**src/rtl/write_scheduler.sv**
```systemverilog
// Two-master AW arbiter and write-path router: one outstanding write at a time,
// round-robin grant, address decode to a one-hot slave select, WLAST/length checking.
module write_scheduler (
    input  logic        clk,
    input  logic        rst,
    input  logic        awvalid_m0_i,
    input  logic        awvalid_m1_i,
    input  logic [31:0] awaddr_m0_i,
    input  logic [31:0] awaddr_m1_i,
    input  logic [3:0]  awlen_m0_i,
    input  logic [3:0]  awlen_m1_i,
    input  logic        awready_i,
    input  logic        wvalid_i,
    input  logic        wready_i,
    input  logic        wlast_i,
    input  logic        bvalid_i,
    input  logic        bready_i,
    output logic [1:0]  aw_grant_o,
    output logic        w_owner_o,
    output logic [5:0]  slave_sel_o,
    output logic        busy_o,
    output logic        len_err_o
);

    // state | meaning
    // IDLE  | no transaction; arbitrate incoming AW requests
    // ADDR  | grant driven to winner, waiting for awready_i
    // DATA  | counting W beats until the first beat with wlast_i
    // RESP  | waiting for the B handshake; priority updates on exit
    typedef enum logic [1:0] {
        IDLE = 2'd0,
        ADDR = 2'd1,
        DATA = 2'd2,
        RESP = 2'd3
    } state_t;

    state_t      state_q, state_d;
    logic        prio_q, prio_d;
    logic        owner_q, owner_d;
    logic [5:0]  sel_q, sel_d;
    logic [3:0]  len_q, len_d;
    logic [3:0]  cnt_q, cnt_d;
    logic        len_err_q, len_err_d;

    logic        any_req;
    logic        winner;
    logic [31:0] win_addr;
    logic [3:0]  win_len;
    logic [5:0]  dec_sel;
    logic        w_hs;
    logic        b_hs;

    assign any_req  = awvalid_m0_i | awvalid_m1_i;
    assign winner   = (awvalid_m0_i & awvalid_m1_i) ? prio_q : awvalid_m1_i;
    assign win_addr = winner ? awaddr_m1_i : awaddr_m0_i;
    assign win_len  = winner ? awlen_m1_i : awlen_m0_i;
    assign w_hs     = wvalid_i & wready_i;
    assign b_hs     = bvalid_i & bready_i;

    // Full-width range compares; bit3 of the select is reserved and never set.
    always_comb begin
        dec_sel = 6'b100000;
        if (win_addr <= 32'h0000_3FFF) begin
            dec_sel = 6'b000001;
        end else if (win_addr >= 32'h0001_0000 && win_addr <= 32'h0001_FFFF) begin
            dec_sel = 6'b000010;
        end else if (win_addr >= 32'h0002_0000 && win_addr <= 32'h0002_FFFF) begin
            dec_sel = 6'b000100;
        end else if ((win_addr >= 32'h1001_0000 && win_addr <= 32'h1001_03FF) ||
                     (win_addr >= 32'h2000_0000 && win_addr <= 32'h201F_FFFF)) begin
            dec_sel = 6'b010000;
        end
    end

    always_comb begin
        state_d   = state_q;
        prio_d    = prio_q;
        owner_d   = owner_q;
        sel_d     = sel_q;
        len_d     = len_q;
        cnt_d     = cnt_q;
        len_err_d = 1'b0;
        case (state_q)
            IDLE: begin
                if (any_req) begin
                    owner_d = winner;
                    sel_d   = dec_sel;
                    len_d   = win_len;
                    state_d = ADDR;
                end
            end
            ADDR: begin
                if (awready_i) begin
                    cnt_d   = 4'd0;
                    state_d = DATA;
                end
            end
            DATA: begin
                if (w_hs) begin
                    cnt_d     = cnt_q + 4'd1;
                    len_err_d = wlast_i ? (cnt_q != len_q) : (cnt_q == len_q);
                    if (wlast_i) begin
                        state_d = RESP;
                    end
                end
            end
            RESP: begin
                if (b_hs) begin
                    prio_d  = ~owner_q;
                    state_d = IDLE;
                end
            end
            default: state_d = IDLE;
        endcase
    end

    always_ff @(posedge clk or negedge rst) begin
        if (!rst) begin
            state_q   <= IDLE;
            prio_q    <= 1'b0;
            owner_q   <= 1'b0;
            sel_q     <= 6'b0;
            len_q     <= 4'd0;
            cnt_q     <= 4'd0;
            len_err_q <= 1'b0;
        end else begin
            state_q   <= state_d;
            prio_q    <= prio_d;
            owner_q   <= owner_d;
            sel_q     <= sel_d;
            len_q     <= len_d;
            cnt_q     <= cnt_d;
            len_err_q <= len_err_d;
        end
    end

    assign aw_grant_o  = (state_q == ADDR) ? {owner_q, ~owner_q} : 2'b00;
    assign w_owner_o   = owner_q;
    assign slave_sel_o = (state_q == IDLE) ? 6'b0 : sel_q;
    assign busy_o      = (state_q != IDLE);
    assign len_err_o   = len_err_q;

endmodule

```
**config.mk**
```make
export PLATFORM = sky130hd
export DESIGN_NAME = write_scheduler
export DESIGN_NICKNAME = d
export VERILOG_FILES = /design/src/rtl/write_scheduler.sv
export SDC_FILE = /design/constraint.sdc
export NUM_CORES = 1
export LEC_CHECK = 0
export ABC_AREA = 1
export BUFFER_PORTS_ARGS = -buffer_cell sky130_fd_sc_hd__clkbuf_2
export CORE_ASPECT_RATIO = 0.7
export CORE_UTILIZATION = 30
export CTS_CLUSTER_DIAMETER = 100
export CTS_CLUSTER_SIZE = 14
export DETAILED_ROUTE_END_ITERATION = 12
export GPL_ROUTABILITY_DRIVEN = 0
export GPL_TIMING_DRIVEN = 1
export PLACE_DENSITY = 0.69
export SKIP_CTS_REPAIR_TIMING = 1
export SKIP_LAST_GASP = 1
export SYNTH_ARGS = -nofsm -noshare
export SYNTH_HDL_FRONTEND = slang
export SYNTH_SLANG_ARGS = --single-unit
```
**constraint.sdc**
```tcl
create_clock -name clk -period 1.7 [get_ports clk]
set_clock_uncertainty 0.05 [all_clocks]
set_input_delay 0.17 -clock clk [delete_from_list [all_inputs] [get_ports clk]]
set_output_delay 0.17 -clock clk [all_outputs]
set_load 0.01 [all_outputs]
```
==> results of run 1 <==
## synthesized netlist by cell type, drive strengths merged (2+ instances only)
cell	instances
o21ai	23
nor2	36
ha	5
inv	35
nand3b	3
xnor2	2
o31ai	2
nand3	25
dfrtp	18
nand2	85
nor3	3
a21oi	6
xor2	4
buf	7
## power by group
group	switching [W]	internal, W
registers	0.000113	0.000565
logic	0.000891	0.000723
clock network	0.000139	0.000158
total	0.00114	0.00145
## sequential cells by signal (all words and copies together) (netlist names)
| signal | cells |
|---|---|
| cnt_q | 4 |
| len_err_o | 1 |
| len_q | 4 |
| prio_q | 1 |
| sel_q | 5 |
| state_q | 2 |
| w_owner_o | 1 |
## cell type report
class	count	area [µm²]	area share
inverter	35	131	0.0514
clock buffer	3	41.3	0.0161
tap	69	86.3	0.0338
timing repair buffer	116	679	0.266
multi-input combinational	205	1170	0.457
sequential	18	450	0.176
## worst max-delay path, cell delays in order (launching register included)
cell and delay [ps]:
sky130_fd_sc_hd__dfrtp_1 360, sky130_fd_sc_hd__inv_2 70, sky130_fd_sc_hd__nand2_8 150, sky130_fd_sc_hd__clkbuf_16 180, sky130_fd_sc_hd__nand3b_1 110, sky130_fd_sc_hd__nand2_2 90, sky130_fd_sc_hd__nand3_2 80, sky130_fd_sc_hd__nor2_4 140
sky130_fd_sc_hd__nor3b_4 230, sky130_fd_sc_hd__nor2_2 60, sky130_fd_sc_hd__nand2_1 60, sky130_fd_sc_hd__nand2_1 40
## layout by cell type, fill, tap and decap left out, types with 4 or more instances in the layout
cell,instances
sky130_fd_sc_hd__o21ai_0,13
sky130_fd_sc_hd__o21ai_1,8
sky130_fd_sc_hd__nand2_8,4
sky130_fd_sc_hd__nand3_2,6
sky130_fd_sc_hd__clkbuf_2,91
sky130_fd_sc_hd__nand2_2,9
sky130_fd_sc_hd__dfrtp_1,18
sky130_fd_sc_hd__inv_2,7
sky130_fd_sc_hd__nand2_1,71
sky130_fd_sc_hd__ha_1,4
sky130_fd_sc_hd__inv_1,28
sky130_fd_sc_hd__xor2_1,4
sky130_fd_sc_hd__nand3_1,19
sky130_fd_sc_hd__buf_4,21
sky130_fd_sc_hd__a21oi_1,4
sky130_fd_sc_hd__nor2_1,31
## per-stage QoR
stage	hold WS, ps	util	std cells
2_1_floorplan	-176	-	264
3_3_place_gp	88.5	0.447	432
3_5_place_dp	93.7	0.447	432
4_1_cts	-182	0.456	435
5_1_grt	155	0.512	446
6_report	117	0.512	446
## kinds of logic (layout without fill, tap and decap cells)
kind of cell / after synthesis / in the layout / share of synthesized area
flops: 18 / 18 / 0.278
buf+inv: 43 / 154 / 0.114
other cells: 1 / 1 / 0.00231
fa+ha+maj: 5 / 5 / 0.0386
compound gates: 34 / 34 / 0.114
simple gates: 157 / 159 / 0.421
xor+xnor: 6 / 6 / 0.0324
## metal layers
| metal | share of wire | vias to the layer above | routed length [µm] |
|---|---|---|---|
| met2 | 0.43 | 57 | 2260 |
| met4 | 0.0053 | 0 | 28 |
| met1 | 0.52 | 910 | 2720 |
| li1 | - | 1060 | - |
| met5 | 0 | - | 0 |
| met3 | 0.050 | 4 | 266 |
## worst paths after layout
check                                      from                    to  slack, ps  cells past startpoint
min in group asynchronous                   rst  cnt_q[1]$_DFFE_PN0P_        340                      2
max                          prio_q$_DFFE_PN0P_  sel_q[5]$_DFFE_PN0P_        -30                     11
min                                    wready_i   len_err_o$_DFF_PN0_        120                      3
max in group asynchronous                   rst  sel_q[5]$_DFFE_PN0P_        940                      2
max reg2reg                  prio_q$_DFFE_PN0P_  sel_q[5]$_DFFE_PN0P_        -30                     11
min reg2reg                sel_q[5]$_DFFE_PN0P_  sel_q[5]$_DFFE_PN0P_        440                      2
==> implementation parameters, run 1 <==
Parameter                              Value

Pwr
  Tot Pwr ... around 0.0026 W
  Peak supply drop ... about 0.66 mV
  Areal power density over the cells ... approximately 1000 mW/mm²
  Static Leakage ... approximately 1.4 nW

Floorplan
  Placement Rows ... 21
  Io pins ... between 90 and 100
  Die Outline Area ... around 0.0057 mm²
  Die Span X ... ~90 µm
  Core box area ... about 0.0050 mm²
  Initial standard-cell utilization of the core ... 0.325
  Die H ... 63.5 µm

Timing
  Post-route clock period utilization ... 1.02
  Highest Clock Rate ... ~580 MHz
  Fin Setup TNS ... -59.5 ps
  Setup repair after global routing missed its margin ... yes
  Worst path setup slack after routing ... -31.2 ps
  Fin. max-slew vios ... 0
  Setup violation total in the final timing report ... 2
  Final Hold Viols ... 0
  Period minus WS final ... approximately 1700 ps

Detailed routing
  Initial DRT Pass Iterations ... 4
  Via total after detailed routing ... approximately 2000
  Final WL ... 5280 µm
  Number of nets with antenna violations after routing ... 0
  DRC Markers ... 0
  Post-DR wirelength/cell ... 11.8 µm
  First-iteration detailed-routing DRC count ... approximately 120
  Via-per-instance ratio ... approximately 4.6

Yosys
  Mean instance size in the synthesized netlist ... roughly 6 µm²
  Number of nets produced by synthesis ... about 350
  Top cells by area, synth ... sky130_fd_sc_hd__dfrtp_1, sky130_fd_sc_hd__nand2_1, sky130_fd_sc_hd__nand3_1
  Primary flip-flop cell chosen by synthesis mapping ... sky130_fd_sc_hd__dfrtp_1
  Share of the synthesized area in the top cell type ... 0.278
  Library cell occupying the most area in the post-synthesis netlist ... sky130_fd_sc_hd__dfrtp_1
  Area of the mapped netlist ... around 0.0016 mm²
  Cells after Synth ... around 260
  #FFs+latches synth ... 18
  Count of flip-flops with a built-in enable after synthesis ... 0
  Portion of the post-synthesis area used by sequential elements ... 0.278
  Synth cell types ... 33
  Proportion of register bits with asynchronous set or reset after synthesis ... 1.00
  Synth Warn # ... 0

Clocking
  CTS tree ... done
  Clock network latency to the later pin of the worst-skew pair ... around 260 ps
  Depth of the CTS H-tree ... 1
  Cell chosen for the clock root ... sky130_fd_sc_hd__clkbuf_8
  CTS clock-pin slew for the worst setup and hold paths ... about 70 ps
  Largest buffer count on any clock path ... 2
  TritonCTS Sinks ... 18
  Number of CTS-inserted buffers ... 3

Flow run
  Number of max-capacitance violations reported ... 0

GRT
  Total global routing overflow ... 0
  Number of global-route vias before repair ... 1698
  Global-route wire length before repair ... between 7000 and 8000 µm
  Met3 global-route usage ... 0.0362
  Number of antenna violations at the first check in global routing ... 0
  Total Routing Usage GR ... 0.169
  Pin count of the biggest net entering global routing ... 28
  Most used routing layer in global routing ... met1
  GR Layer Usage met1 ... 0.255
  Met2 layer usage reported by global route ... 0.243

Cells and area
  Fill cell total of the finished layout ... 514
  Relative area change from synthesis to final layout ... 57.8%
  Layout cells sized above 1 ... 0.427
  Inserted Diodes ... 0
  Number of nets in the layout ... 466
  Post-route cell area ... 0.00256 mm²

Placed design
  Dpl hpwl ... ~4000 µm
  Count of port buffers added during placement ... 91
  Instance area after placement ... approximately 0.0022 mm²
  Setup Slack @ Placement ... -92.8 ps

Worst setup path
  Critical path data required time ... around 1800 ps
  Critical Setup Path Class ... reg -> reg
  CP max FO ... 8
  Worst setup EP type ... flop
  Critical Path Start Type ... flop
  CP Data Arrival Time ... 1830 ps

Run status
  Violations in the final reports ... setup timing
  Outcome ... finished, violations left

Min path
  Hold Crit Class ... in -> reg
No activity file was read; power rests on OpenSTA's default activity.
==> run 2: changes to the inputs <==
Settings changed: BUFFER_PORTS_ARGS -buffer_cell sky130_fd_sc_hd__clkbuf_2 to -buffer_cell sky130_fd_sc_hd__buf_4, CTS_CLUSTER_DIAMETER 100 to not set.
==> run 2 against run 1 <==
The run still ends with setup timing left. Cell area increased by 3.7%. Sequential share of layout area is 0.63 points lower. Non-clock buffer count down 7. Routed wire length about the same. Critical endpoint is now sel_q[4]$_DFFE_PN0P_.
==> implementation parameters, run 2 (synthesis results as in run 1) <==
Parameter                              Value

Detailed routing
  Final WL ... 5280 µm (about the same)
  First-iteration detailed-routing DRC count ... 139 (+21%)
  Post-DR wirelength/cell ... 12.0 µm (+1.6%)
  Initial DRT Pass Iterations ... 4 (unchanged)
  Via-per-instance ratio ... 4.54 (-0.41%)
  DRC Markers ... 0 (unchanged)
  Via total after detailed routing ... 1991 (-2.0%)
  Number of nets with antenna violations after routing ... 0 (unchanged)

GRT
  Pin count of the biggest net entering global routing ... 27 (-3.6%)
  Number of antenna violations at the first check in global routing ... 0 (unchanged)
  Total Routing Usage GR ... 0.173 (+0.00444)
  Total global routing overflow ... 0 (unchanged)
  Global-route wire length before repair ... 8120 µm (+5.3%)
  Number of global-route vias before repair ... 1810 (+6.6%)

Floorplan
  Io pins ... 93 (unchanged)
  Die Span X ... 89.8 µm (unchanged)
  Die Outline Area ... 0.00570 mm² (unchanged)
  Initial standard-cell utilization of the core ... 0.325 (unchanged)
  Die H ... 63.5 µm (unchanged)
  Core box area ... 0.00499 mm² (unchanged)
  Placement Rows ... 21 (unchanged)

Cells and area
  Most frequent standard cell in the layout excluding fill and tap cells ... sky130_fd_sc_hd__buf_4
  Post-route cell area ... 0.00265 mm² (+3.7%)
  Post-layout instance count excluding filler cells ... 439 (-1.6%)
  Inserted Diodes ... 0 (unchanged)
  Relative area change from synthesis to final layout ... 63.7%
  Final cell utilization of the core ... 0.531 (+0.0190)
  Largest Register ... sel_q
  Leading cell types in the layout, fill and taps excluded ... sky130_fd_sc_hd__buf_4, sky130_fd_sc_hd__nand2_1, sky130_fd_sc_hd__nor2_1
  Fill cell total of the finished layout ... 509 (-0.97%)
  Layout cells sized above 1 ... 0.384 (-0.0433)
  Number of nets in the layout ... 459 (-1.5%)
  Largest registers ranked by flip-flop count ... sel_q (5), cnt_q (4), len_q (4)
  Largest register FFs ... 5 (unchanged)

Worst setup path
  CP Data Arrival Time ... 1840 ps (about the same)
  Critical Path Start Type ... flop
  Critical Setup Path Class ... reg -> reg
  CP max FO ... 6 (-2)
  Critical path data required time ... 1790 ps (about the same)
  Worst setup EP type ... flop

Clocking
  CTS clock-pin slew for the worst setup and hold paths ... 70 ps (about the same)
  CTS tree ... done
  Depth of the CTS H-tree ... 1 (unchanged)
  TritonCTS Sinks ... 18 (unchanged)
  Cell chosen for the clock root ... sky130_fd_sc_hd__clkbuf_8
  Largest buffer count on any clock path ... 2 (unchanged)
  Number of CTS-inserted buffers ... 3 (unchanged)
  Clock network latency to the later pin of the worst-skew pair ... 250 ps (about the same)

Min path
  Hold Crit Class ... in -> reg

Pwr
  Areal power density over the cells ... 963 mW/mm² (-4.9%)
  Peak supply drop ... 0.952 mV (+44%)
  Static Leakage ... 1.43 nW (+1.0%)

Placed design
  Count of port buffers added during placement ... 91 (unchanged)
  Dpl hpwl ... 4080 µm (+1.7%)
  Instance area after placement ... 0.00245 mm² (+9.5%)
  Setup Slack @ Placement ... -145 ps (-52.5 ps)
  Placed cell count ... 430 (-0.46%)

Run status
  Outcome ... finished, violations left
  Violations in the final reports ... setup timing

Timing
  Final Hold Viols ... 0 (unchanged)
  Post-route clock period utilization ... 1.03 (+0.0163)
  Fin Setup TNS ... -105 ps (-45.2 ps)
  Fin. max-slew vios ... 0 (unchanged)
  Highest Clock Rate ... 569 MHz (-1.6%)
  Setup violation total in the final timing report ... 2 (unchanged)
  Worst path setup slack after routing ... -59.0 ps (-27.8 ps)
  Period minus WS final ... 1760 ps (+27.8 ps)
  Setup repair after global routing missed its margin ... yes

Flow run
  Number of max-capacitance violations reported ... 0 (unchanged)
run 2: layout make-up:
type,instances,area (µm²),share of cell area
timing repair buffer,109,846,0.319
inverter,35,131,0.0495
clock buffer,3,41.3,0.0156
multi-input combinational,205,1100,0.414
tap,69,86.3,0.0325
sequential,18,450,0.170
run 2: path summary, 6_finish.rpt:
check                                startpoint                endpoint  slack [ps]  cells after the start
setup reg to reg             prio_q$_DFFE_PN0P_    sel_q[4]$_DFFE_PN0P_         -60                     11
max in group asynchronous                   rst    sel_q[1]$_DFFE_PN0P_        1120                      2
hold reg to reg            sel_q[1]$_DFFE_PN0P_    sel_q[1]$_DFFE_PN0P_         440                      2
min in group asynchronous                   rst  state_q[0]$_DFFE_PN0P_         270                      2
hold / removal                         wready_i     len_err_o$_DFF_PN0_         160                      3
setup / recovery             prio_q$_DFFE_PN0P_    sel_q[4]$_DFFE_PN0P_         -60                     11
run 2: critical path, stage by stage, from the launching register on:
cell and delay (ps):
sky130_fd_sc_hd__dfrtp_1 360, sky130_fd_sc_hd__inv_2 80, sky130_fd_sc_hd__nand2_8 130, sky130_fd_sc_hd__clkbuf_16 160, sky130_fd_sc_hd__nand3_1 60, sky130_fd_sc_hd__nand2_1 120, sky130_fd_sc_hd__nand3_1 100, sky130_fd_sc_hd__nor2_2 160
sky130_fd_sc_hd__nor3b_4 240, sky130_fd_sc_hd__nor2_2 60, sky130_fd_sc_hd__nand2_1 60, sky130_fd_sc_hd__nand2_1 50
run 2: routing by layer:
metal | share of wire | GRT usage | vias to the layer above
met5 | 0 | 0 | -
met4 | 0.0034 | 0.00615 | 0
met3 | 0.054 | 0.0386 | 2
met2 | 0.43 | 0.270 | 62
met1 | 0.52 | 0.255 | 880
li1 | - | - | 1047
run 2: per-stage QoR:
step | power [W] | hold slack (ps)
after floorplan | 0.00146 | -176
after global placement | 0.00204 | 2.66
after detailed placement | 0.00205 | 5.38
after CTS | 0.00235 | -268
after global routing | 0.00279 | 170
final | 0.00255 | 155
run 2: report_power, final:
group          leakage [nW]  internal [W]  switching, W
Sequential            0.232      0.000565      0.000113
Clock                0.0216      0.000157      0.000133
Combinational          1.18      0.000747      0.000839
